<file path="config.mk">
export PLATFORM = sky130hd
export DESIGN_NAME = code_loader
export DESIGN_NICKNAME = d
export VERILOG_FILES = /design/src/rtl/code_loader.sv
export SDC_FILE = /design/constraint.sdc
export NUM_CORES = 1
export LEC_CHECK = 0
export CAP_MARGIN = 20
export CORE_MARGIN = 2
export CORE_UTILIZATION = 50
export CTS_BUF_LIST = sky130_fd_sc_hd__clkbuf_4 sky130_fd_sc_hd__clkbuf_8
export DETAILED_ROUTE_END_ITERATION = 12
export DONT_BUFFER_PORTS = 1
export SLEW_MARGIN = 20
export SYNTH_ARGS = -nofsm -noshare
export SYNTH_HDL_FRONTEND = slang
export SYNTH_SLANG_ARGS = --single-unit
</file>
<file path="constraint.sdc">
create_clock -name clock -period 3.35 [get_ports clock]
set_input_delay 1.005 -clock clock [delete_from_list [all_inputs] [get_ports clock]]
set_output_delay 1.005 -clock clock [all_outputs]
set_load 0.05 [all_outputs]
</file>
<file path="src/rtl/code_loader.sv">
//==============================================================================
// Module   : code_loader
// Brief    : Serial byte-stream loader that fills code RAM and gates processor reset.
// Revision : 1.0
//==============================================================================
`default_nettype none

module code_loader #(
   parameter int ADDR_SIZE = 18,
   parameter int WORD_SIZE = 18,
   parameter int MEM_SIZE  = 1024
) (
   input  logic                 clock,
   input  logic                 reset,
   input  logic                 rx_valid,
   input  logic [7:0]           rx_data,
   output logic                 code_we,
   output logic [ADDR_SIZE-1:0] code_addr,
   output logic [WORD_SIZE-1:0] code_din,
   output logic                 processor_reset,
   output logic                 loading,
   output logic                 error
);

   typedef enum logic [1:0] {
      S_HDR   = 2'd0,
      S_DATA  = 2'd1,
      S_RUN   = 2'd2,
      S_ERROR = 2'd3
   } state_t;

   state_t               state_q;
   logic [1:0]           byte_idx_q;
   logic [15:0]          acc_q;
   logic [ADDR_SIZE:0]   count_q;
   logic [ADDR_SIZE:0]   wcnt_q;
   logic                 done_q;
   logic                 code_we_q;
   logic [ADDR_SIZE-1:0] code_addr_q;
   logic [WORD_SIZE-1:0] code_din_q;
   logic                 processor_reset_q;
   logic                 loading_q;
   logic                 error_q;

   // Full little-endian field formed by the two buffered bytes and the current one.
   logic [31:0]          w_field;
   logic                 w_word_bad;
   logic                 w_hdr_bad;
   logic                 w_hdr_big;
   logic [ADDR_SIZE:0]   w_wcnt_inc;

   assign w_field    = {8'd0, rx_data, acc_q};
   assign w_word_bad = |(w_field >> WORD_SIZE);
   assign w_hdr_bad  = |(w_field >> (ADDR_SIZE + 1));
   assign w_hdr_big  = w_field > 32'(MEM_SIZE);
   assign w_wcnt_inc = wcnt_q + 1'b1;

   // done_q marks "image complete": the processor is released one edge later,
   // which for the last word coincides with the RAM commit edge.
   always_ff @(posedge clock) begin
      if (reset) begin
         state_q           <= S_HDR;
         byte_idx_q        <= 2'd0;
         acc_q             <= '0;
         count_q           <= '0;
         wcnt_q            <= '0;
         done_q            <= 1'b0;
         code_we_q         <= 1'b0;
         code_addr_q       <= '0;
         code_din_q        <= '0;
         processor_reset_q <= 1'b1;
         loading_q         <= 1'b0;
         error_q           <= 1'b0;
      end else begin
         code_we_q <= 1'b0;
         if (done_q) begin
            done_q <= 1'b0;
            if (rx_valid) begin
               state_q     <= S_HDR;
               byte_idx_q  <= 2'd1;
               acc_q[7:0]  <= rx_data;
            end else begin
               state_q           <= S_RUN;
               byte_idx_q        <= 2'd0;
               processor_reset_q <= 1'b0;
               loading_q         <= 1'b0;
            end
         end else begin
            case (state_q)
               S_HDR, S_DATA: begin
                  if (rx_valid) begin
                     loading_q <= 1'b1;
                     case (byte_idx_q)
                        2'd0: begin
                           acc_q[7:0] <= rx_data;
                           byte_idx_q <= 2'd1;
                        end
                        2'd1: begin
                           acc_q[15:8] <= rx_data;
                           byte_idx_q  <= 2'd2;
                        end
                        default: begin
                           byte_idx_q <= 2'd0;
                           if (state_q == S_HDR) begin
                              if (w_hdr_bad || w_hdr_big) begin
                                 state_q   <= S_ERROR;
                                 error_q   <= 1'b1;
                                 loading_q <= 1'b0;
                              end else begin
                                 count_q <= w_field[ADDR_SIZE:0];
                                 wcnt_q  <= '0;
                                 if (w_field[ADDR_SIZE:0] == '0) begin
                                    done_q <= 1'b1;
                                 end else begin
                                    state_q <= S_DATA;
                                 end
                              end
                           end else if (w_word_bad) begin
                              state_q   <= S_ERROR;
                              error_q   <= 1'b1;
                              loading_q <= 1'b0;
                           end else begin
                              code_we_q   <= 1'b1;
                              code_addr_q <= wcnt_q[ADDR_SIZE-1:0];
                              code_din_q  <= w_field[WORD_SIZE-1:0];
                              wcnt_q      <= w_wcnt_inc;
                              if (w_wcnt_inc == count_q) begin
                                 done_q <= 1'b1;
                              end
                           end
                        end
                     endcase
                  end
               end
               S_RUN: begin
                  if (rx_valid) begin
                     state_q           <= S_HDR;
                     byte_idx_q        <= 2'd1;
                     acc_q[7:0]        <= rx_data;
                     processor_reset_q <= 1'b1;
                     loading_q         <= 1'b1;
                  end
               end
               default: begin
               end
            endcase
         end
      end
   end

   assign code_we         = code_we_q;
   assign code_addr       = code_addr_q;
   assign code_din        = code_din_q;
   assign processor_reset = processor_reset_q;
   assign loading         = loading_q;
   assign error           = error_q;

endmodule

`default_nettype wire

</file>
==> reports/results.tsv <==
stage	metric	value	unit
floorplanning	die_y	98.2	um
detailed_routing	dr.first_iter.drc_count	265	
clocking	postCtsSetupRepairBufs	0	
synthesis	synth_edf_count	0	
power	ir_drop	0.000218	V
global_route	antenna_found_initial	0	
place	dp_slack	409	ps
synthesis	syn_area_per_cell	8.34	um^2
flow_run	drv_cap	0	
synthesis	synth.distinct_cells	56	
synthesis	synth-seq-area-share	44.7	%
global_route	grt_use_total	23.0	%
clocking	cts_tree	yes	
setup_path	cp-start-kind	flip-flop	
global_route	grt_pass1_vias	3466	
setup_path	critPathBufInv	0	
timing	finalSetupViolCount	0	
clocking	cts-hold-fix-buffers	0	
setup_path	crit_family	simple AND/OR/NAND/NOR gates	
final_layout	drive_above_1_share	7.78	%
place	port_buffers	0	
status	outcome	complete, no violations	
timing	relSlewSlack	56.8	%
final_layout	final_common_cell	dfxtp_1	
clocking	clock_sinks	99	
timing	maxSlewViolCount	0	
synthesis	netlist_area	4440	um^2
detailed_routing	vias	3688	
setup_path	criticalPathCategory	reg2reg	
clocking	cts_resized	0	
final_layout	nNetsFinal	534	
detailed_routing	routedWlPerCell	16.8	um
power	p_total	2.02	mW
synthesis	async_reset_ff_share	0	%
setup_path	arrival	3020	ps
final_layout	area.growth.synth_to_final	6.26	%
setup_path	path_cells	ha_1 > nand3_1 > nor3_2 > and4_1 > o21ai_0 > or3_1 > nor4_1 > a32o_1	
detailed_routing	drc	0	
clocking	cts_made_buffers	9	
timing	clock_skew	13.4	ps
detailed_routing	routed_wl	10700	um
power	powerDensity	428	nW/um^2
timing	worst_slack	636	ps
power	p_leak	1.62	nW
timing	min_period	2710	ps
floorplanning	die_x	98.2	um
synthesis	synth-main-ff-cell	dfxtp_1	
global_route	grt_max_degree	94	
detailed_routing	ant_nets	0	
floorplanning	dieArea	9640	um^2
floorplanning	core.rowCount	34	
synthesis	synthCells	532	
setup_path	crit_fanout	6	
detailed_routing	firstDrtPassIters	4	
clocking	clock_path_buffers	2	
floorplanning	pin_count	51	
worst_hold_path	hold_path.class	reg2reg	
floorplanning	start_util	51.1	%
timing	max_freq	368	MHz
timing	setup_tns	0	ps
place	dp.final_hpwl	7290	um
final_layout	mostFrequentLayoutCells	dfxtp_1, nand2_1, a21oi_1	
detailed_routing	vias_per_cell	5.81	
timing	tightest_slew	644	ps
synthesis	synth_nets	544	
global_route	grt_pass1_wl	17700	um
setup_path	cpPeakStageDelay	460	ps
synthesis	ys_seq_elements	99	
setup_path	crit_required	3660	ps
place	gp_congestion	0.865	
clocking	clk_latency	370	ps
clocking	cts-root-buf	clkbuf_8	
timing	hold_viol_final	0	
timing	finalCritPeriodShare	81.0	%
setup_path	endpoint_kind	flip-flop	
setup_path	cp_slowest_cell	dfxtp_1	
timing	rsz0062_at_grt	false	
clocking	h-tree-depth	3	
synthesis	yosys_warnings	0	
global_route	overflow	0	
clocking	clkSlewWorstSetupHoldPaths	100	ps
floorplanning	core	8680	um^2
final_layout	antenna_cells	0	
-- per-stage QoR --
stage	cells	utilization, %	instance area [um^2]	hold WS (ps)
2_1_floorplan	532	-	4440	449
6_report	635	54.3	4710	478
3_5_place_dp	619	52.2	4530	466
3_3_place_gp	619	52.2	4530	457
5_1_grt	635	54.3	4710	510
4_1_cts	635	54.3	4710	479
-- metal layers --
metal	part of all wire (%)	up-vias	track usage (%)	wire length (um)
li1	-	1829	-	-
met2	45	94	35.2	4830
met4	1.2	0	5.48	124
met3	5.2	9	5.80	560
met5	0	-	0	0
met1	48	1756	32.9	5180
-- cell type report --
cell class	count	area, um^2
flip-flops and latches	99	1980
well taps	108	135
repair buffers	14	105
clock inverters	5	43.8
clock buffers	11	139
inverters	2	7.51
fillers	857	3970
multi-input cells	396	2300
-- synthesized netlist by cell type, drive strengths merged, types with 2 or more instances --
cell     instances  share of area, %
nor2            48               4.1
o31ai            2              0.34
or2              2              0.28
nand4b           4              0.79
a21oi           72               8.1
xor2             4              0.79
nor4             9               1.7
and3             4              0.56
or4              3              0.51
or3             11               1.6
nand4bb          2              0.51
nand3            8               1.2
nand3b           4              0.68
clkbuf          22               1.9
inv              2              0.17
a31oi            6              0.85
o21ai           25               2.8
dfxtp           99                45
and4             3              0.59
a211oi           2              0.34
buf             13               1.6
xnor2           19               3.8
mux2i           29               6.5
nor3             9               1.2
and2            10               1.4
nand4            5               1.0
nand2b           5              0.71
nand2           93               7.9
-- worst paths after layout --
path | start | to | slack [ps] | cells past startpoint
worst max-delay path | wcnt_q[1] | done_q | 640 | 8
worst min-delay path | byte_idx_q[0] | byte_idx_q[0] | 480 | 2
worst max register to register | wcnt_q[1] | done_q | 640 | 8
worst min register to register | byte_idx_q[0] | byte_idx_q[0] | 480 | 2
-- sequential cells by signal, indices dropped and copies added (netlist names), 2 cells and up --
name,flops
code_din,18
wcnt_q,19
code_addr,18
state_q,2
count_q,19
acc_q,16
byte_idx_q,2
-- worst register-to-register path: cells and delay by family (launching register included) --
kind            cells  cell delay, ps
flops               1             460
simple gates        5            1580
fa+ha+maj           1             290
compound gates      2             320
-- logic make-up after synthesis --
logic type,share of synthesized area [%]
AO/OA/AOI/OAI,14.7
AND/OR/NAND/NOR,25.6
flip-flops,44.7
adder cells (fa/ha/maj),0.282
XOR/XNOR,4.54
multiplexers,6.54
buffers and inverters,3.67
-- power breakdown --
part | total (mW) | switching, mW | internal, mW
Sequential | 1.21 | 0.0232 | 1.19
Combinational | 0.0704 | 0.0377 | 0.0327
Clock | 0.732 | 0.434 | 0.298
Note: power is estimated with default switching activity, not from simulation.
